### src/rtl/ttpu_pkg.sv
// Shared types and default dimensions for the matrix datapath sequencer.
package ttpu_pkg;

    localparam int TTPU_N  = 16;
    localparam int TTPU_DW = 16;

    typedef enum logic [1:0] {
        SEQ_IDLE = 2'd0,
        SEQ_LOAD = 2'd1,
        SEQ_RUN  = 2'd2,
        SEQ_DONE = 2'd3
    } seq_state_t;

endpackage

### src/rtl/matmul_sequencer.sv
// Sequences one N-row weight load, N feed steps and N result vectors; start-to-done is 2N+LAT+1 cycles.
// out_ready low during RUN freezes the run counter and masks feed/result strobes; LOAD ignores it.
module matmul_sequencer
    import ttpu_pkg::*;
#(
    parameter int N   = TTPU_N,
    parameter int LAT = 16
) (
    input  logic                 clk,
    input  logic                 rst_n,
    input  logic                 start,
    input  logic                 out_ready,
    output logic                 busy,
    output logic                 done,
    output logic                 w_load,
    output logic [$clog2(N)-1:0] w_row,
    output logic                 feed_en,
    output logic [$clog2(N)-1:0] feed_step,
    output logic                 res_valid,
    output logic [$clog2(N)-1:0] res_idx
);

    localparam int AW = $clog2(N);
    localparam int CW = $clog2(LAT + N + 1);

    localparam logic [AW-1:0] ROW_LAST = AW'(N - 1);
    localparam logic [CW-1:0] N_T      = CW'(N);
    localparam logic [CW-1:0] LAT_T    = CW'(LAT);
    localparam logic [CW-1:0] RES_END  = CW'(LAT + N);
    localparam logic [CW-1:0] T_LAST   = CW'(LAT + N - 1);

    seq_state_t    state_q, state_d;
    logic [AW-1:0] row_q, row_d;
    logic [CW-1:0] t_q, t_d;

    logic in_feed;
    logic in_res;

    // Feed and result windows are both decoded from the single run counter.
    assign in_feed = (t_q < N_T);
    assign in_res  = (t_q >= LAT_T) && (t_q < RES_END);

    always_ff @(posedge clk or negedge rst_n) begin
        if (!rst_n) begin
            state_q <= SEQ_IDLE;
            row_q   <= '0;
            t_q     <= '0;
        end else begin
            state_q <= state_d;
            row_q   <= row_d;
            t_q     <= t_d;
        end
    end

    always_comb begin
        state_d   = state_q;
        row_d     = row_q;
        t_d       = t_q;
        busy      = 1'b0;
        done      = 1'b0;
        w_load    = 1'b0;
        w_row     = '0;
        feed_en   = 1'b0;
        feed_step = '0;
        res_valid = 1'b0;
        res_idx   = '0;

        unique case (state_q)
            SEQ_IDLE: begin
                if (start) begin
                    state_d = SEQ_LOAD;
                    row_d   = '0;
                end
            end

            SEQ_LOAD: begin
                busy   = 1'b1;
                w_load = 1'b1;
                w_row  = row_q;
                if (row_q == ROW_LAST) begin
                    state_d = SEQ_RUN;
                    row_d   = '0;
                    t_d     = '0;
                end else begin
                    row_d = row_q + 1'b1;
                end
            end

            SEQ_RUN: begin
                busy      = 1'b1;
                feed_en   = in_feed && out_ready;
                res_valid = in_res && out_ready;
                // Indices track the held counter, so they stay put while stalled.
                if (in_feed) begin
                    feed_step = AW'(t_q);
                end
                if (in_res) begin
                    res_idx = AW'(t_q - LAT_T);
                end
                if (out_ready) begin
                    if (t_q == T_LAST) begin
                        state_d = SEQ_DONE;
                        t_d     = '0;
                    end else begin
                        t_d = t_q + 1'b1;
                    end
                end
            end

            SEQ_DONE: begin
                done    = 1'b1;
                state_d = SEQ_IDLE;
            end

            default: begin
                state_d = SEQ_IDLE;
            end
        endcase
    end

endmodule

### config.mk
export PLATFORM = sky130hd
export DESIGN_NAME = matmul_sequencer
export DESIGN_NICKNAME = d
export VERILOG_FILES = /design/src/rtl/ttpu_pkg.sv /design/src/rtl/matmul_sequencer.sv
export SDC_FILE = /design/constraint.sdc
export NUM_CORES = 1
export LEC_CHECK = 0
export ABC_AREA = 1
export BUFFER_PORTS_ARGS = -buffer_cell sky130_fd_sc_hd__buf_2
export CAP_MARGIN = 30
export CORE_MARGIN = 2
export CORE_UTILIZATION = 47
export CTS_CLUSTER_SIZE = 28
export DETAILED_ROUTE_END_ITERATION = 8
export PLACE_DENSITY = 0.78
export SLEW_MARGIN = 20
export SYNTH_ARGS = -nofsm -noshare
export SYNTH_HDL_FRONTEND = slang
export SYNTH_SLANG_ARGS = --single-unit
### constraint.sdc
create_clock -name clk -period 1.3 [get_ports clk]
set_input_delay 0.13 -clock clk [delete_from_list [all_inputs] [get_ports clk]]
set_output_delay 0.13 -clock clk [all_outputs]
set_load 0.02 [all_outputs]
==> load_flow_metrics.sql <==
INSERT INTO impl_metrics (metric_group, metric, value, unit) VALUES
('hold_path', 'hold_path.class', 'input port to asynchronous set/reset pin', ''),
('cts', 'ctsHtreeMaxLevel', '1', ''),
('worst_setup_path', 'cp.buffers_inverters', '4', ''),
('place', 'postPlaceCellArea', '1260', 'µm²'),
('worst_setup_path', 'path_cells', 'inv_2 -> ha_4 -> inv_6 -> buf_16 -> nor3_4 -> buf_6', ''),
('pwr', 'power_density', '2060', 'nW/µm²'),
('status', 'outcome', 'complete, but fails checks', ''),
('worst_setup_path', 'cp_slowest_stage_delay', '0.40', 'ns'),
('cts', 'clkSinkCount', '12', ''),
('pwr', 'share_seq_of_total_power', '16.9', '%'),
('yosys', 'synthesis.area_per_instance', '7.03', 'µm²'),
('sta', 'report.final.setup_viol', '29', ''),
('yosys', 'ys_top_cells_by_count', '31 x sky130_fd_sc_hd__nand2_1, 21 x sky130_fd_sc_hd__inv_1, 12 x sky130_fd_sc_hd__dfrtp_1', ''),
('grt', 'global_route.usage.total', '36.2', '%'),
('yosys', 'synthMostInstantiatedCell', 'sky130_fd_sc_hd__nand2_1', ''),
('yosys', 'synthArstFlopShare', '100', '%'),
('finish', 'final_layout_size_suffix_gt1_share', '52.9', '%'),
('yosys', 'ys_ff_latch', '12', ''),
('yosys', 'ys_dominant_reg_cell', 'sky130_fd_sc_hd__dfrtp_1', ''),
('yosys', 'syn-num-nets', '136', ''),
('worst_setup_path', 'critPathKind', 'register to output port', ''),
('status', 'violations', 'negative setup slack', ''),
('finish', 'final_cell_area', '1550', 'µm²'),
('job', 'cap_violations', '0', ''),
('floorplan', 'floorplan.core_area', '1750', 'µm²'),
('sta', 'post-route-min-period', '1.56', 'ns'),
('pwr', 'irDropWorstVdd', '1940', 'µV'),
('drt', 'drt-total-wl', '3770', 'µm'),
('grt', 'grt_pass1_wl', '5580', 'µm'),
('worst_setup_path', 'endpoint_kind', 'output port', ''),
('drt', 'antenna_violating_nets_post_route', '0', ''),
('drt', 'wire_per_inst', '19.3', 'µm'),
('yosys', 'post_synthesis_cell_area', '886', 'µm²'),
('sta', 'maxClockFrequency', '641', 'MHz'),
('sta', 'fin_crit_sh', '120', '%'),
('cts', 'worstSkewPairLatency', '0.28', 'ns'),
('sta', 'worst_slack', '-0.260', 'ns'),
('grt', 'grt_antenna_before_repair', '0', ''),
('cts', 'ctsRootBufferMaster', 'sky130_fd_sc_hd__clkbuf_4', ''),
('drt', 'detailedRoute.firstIterationViolations', '44', ''),
('cts', 'cts.reportedPaths.clkPinSlew', '0.10', 'ns'),
('drt', 'drt-pass1-iter-count', '4', ''),
('sta', 'fin_worst_hold_slack', '0.264', 'ns'),
('yosys', 'synth-edff-count', '0', ''),
('pwr', 'power.switching', '1620', 'µW'),
('grt', 'vias_in_the_first_global_route', '1166', ''),
('pwr', 'cellLeakagePower', '0.000783', 'µW'),
('floorplan', 'placementRows', '15', ''),
('sta', 'finalMaxSlewViolations', '0', ''),
('sta', 'rsz0062_at_grt', 'true', ''),
('sta', 'fin_skew', '0.00668', 'ns'),
('yosys', 'synthDominantAreaCellType', 'sky130_fd_sc_hd__dfrtp_1', ''),
('place', 'post-place-ws', '-0.0915', 'ns'),
('worst_setup_path', 'critical_path.max_fanout', '5', ''),
('worst_setup_path', 'worst-endpoint-arrival', '1.43', 'ns'),
('cts', 'ctsLongestPathBuffers', '2', ''),
('worst_setup_path', 'worst_ep_required_time', '1.17', 'ns'),
('place', 'placement.io_buffers', '20', ''),
('grt', 'overall_overflow_remaining_after_global_route', '0', ''),
('pwr', 'clock_power_share', '10.0', '%'),
('yosys', 'synth_largest_type_area_fraction', '33.9', '%'),
('finish', 'num_antenna_cells', '0', ''),
('drt', 'drc', '0', ''),
('pwr', 'power_report.internal_total', '1580', 'µW'),
('floorplan', 'floorplan.initialDensity', '50.8', '%'),
('place', 'globalplace.congestion', '0.837', ''),
('worst_setup_path', 'cp-start-kind', 'register', ''),
('finish', 'area.growth.synth_to_final', '75.1', '%'),
('floorplan', 'vertical_die_dimension', '47.4', 'µm'),
('sta', 'final-hold-violation-count', '0', ''),
('sta', 'slew_headroom', '79.9', '%');
## area by class of cell
| type | count | area, µm² |
|---|---|---|
| Clock buffer | 4 | 36.3 |
| Fill cell | 84 | 194 |
| Inverter | 22 | 87.6 |
| Multi-Input combinational cell | 90 | 687 |
| Sequential cell | 12 | 302 |
| Tap cell | 25 | 31.3 |
| Timing Repair Buffer | 42 | 408 |
## registers in the layout (all words and copies together), names as in the netlist
signal / flops
t_q: 6
row_q: 4
state_q: 2
## cells in the final DEF, fill, tap and decap left out, types with 2 or more instances in the layout
master,instances
sky130_fd_sc_hd__nand2_2,12
sky130_fd_sc_hd__o21ai_2,3
sky130_fd_sc_hd__nand2_4,3
sky130_fd_sc_hd__a21oi_1,3
sky130_fd_sc_hd__o21ai_1,3
sky130_fd_sc_hd__ha_1,3
sky130_fd_sc_hd__inv_2,6
sky130_fd_sc_hd__nor2_1,9
sky130_fd_sc_hd__nor3_4,10
sky130_fd_sc_hd__inv_1,15
sky130_fd_sc_hd__buf_4,17
sky130_fd_sc_hd__nand3_1,8
sky130_fd_sc_hd__clkbuf_4,3
sky130_fd_sc_hd__buf_2,4
sky130_fd_sc_hd__dfrtp_1,11
sky130_fd_sc_hd__nand4_1,2
sky130_fd_sc_hd__nand2_1,21
sky130_fd_sc_hd__buf_6,18
sky130_fd_sc_hd__ha_4,2
sky130_fd_sc_hd__nand3_2,2
## cell families after synthesis
family,count (synthesis),share of synthesized area [%]
AND/OR/NAND/NOR,72,38.3
AO/OA/AOI/OAI,12,8.19
buffers and inverters,24,11.2
adder cells (fa/ha/maj),6,8.47
flip-flops,12,33.9
## path summary, 6_finish.rpt
path	startpoint	to	slack, ns	cells past startpoint
setup / recovery	state_q[0]	feed_step[2]	-0.26	6
hold / removal	rst_n	t_q[5]	0.26	2
setup reg to reg	state_q[1]	t_q[2]	-0.23	8
hold reg to reg	row_q[2]	row_q[2]	0.63	2
max in group asynchronous	rst_n	state_q[1]	0.79	2
min in group clk	out_ready	t_q[4]	0.40	5
## power groups by stage
| stage | registers [µW] | clock network (µW) | logic (µW) |
|---|---|---|---|
| floorplan | 536 | 0 | 1260 |
| global placement | 525 | 0 | 1670 |
| detailed placement | 530 | 0 | 1740 |
| CTS | 527 | 309 | 2110 |
| global route | 547 | 332 | 2460 |
| finish | 541 | 320 | 2340 |
## per-stage QoR
stage / utilization (%) / cells / power [µW] / setup TNS [ns]
final: 88.9 / 195 / 3200 / -5.53
after global routing: 88.9 / 195 / 3330 / -6.64
after CTS: 86.0 / 192 / 2950 / -4.07
after detailed placement: 72.1 / 182 / 2270 / -0.922
after global placement: 72.1 / 182 / 2200 / -0.273
after floorplan: - / 126 / 1790 / -0.291
## repair_timing
item | 4_1_cts | 5_1_grt
pin swaps | 15 | 4
endpoints found under the hold margin | 12 | 0
cloned | 1 | 0
setup endpoints to repair | 29 | 29
resized for setup | 48 | 13
buffers inserted | 4 | 3
hold buffers | 1 | 0
## layer usage
metal / track usage (%) / share of wire [%] / vias up
met5: 0 / 0 / -
met4: 17.2 / 3.1 / 0
met3: 6.79 / 5.8 / 15
met2: 60.3 / 52 / 62
met1: 44.9 / 39 / 534
li1: - / - / 496
Note: power is estimated with default switching activity, not from simulation.
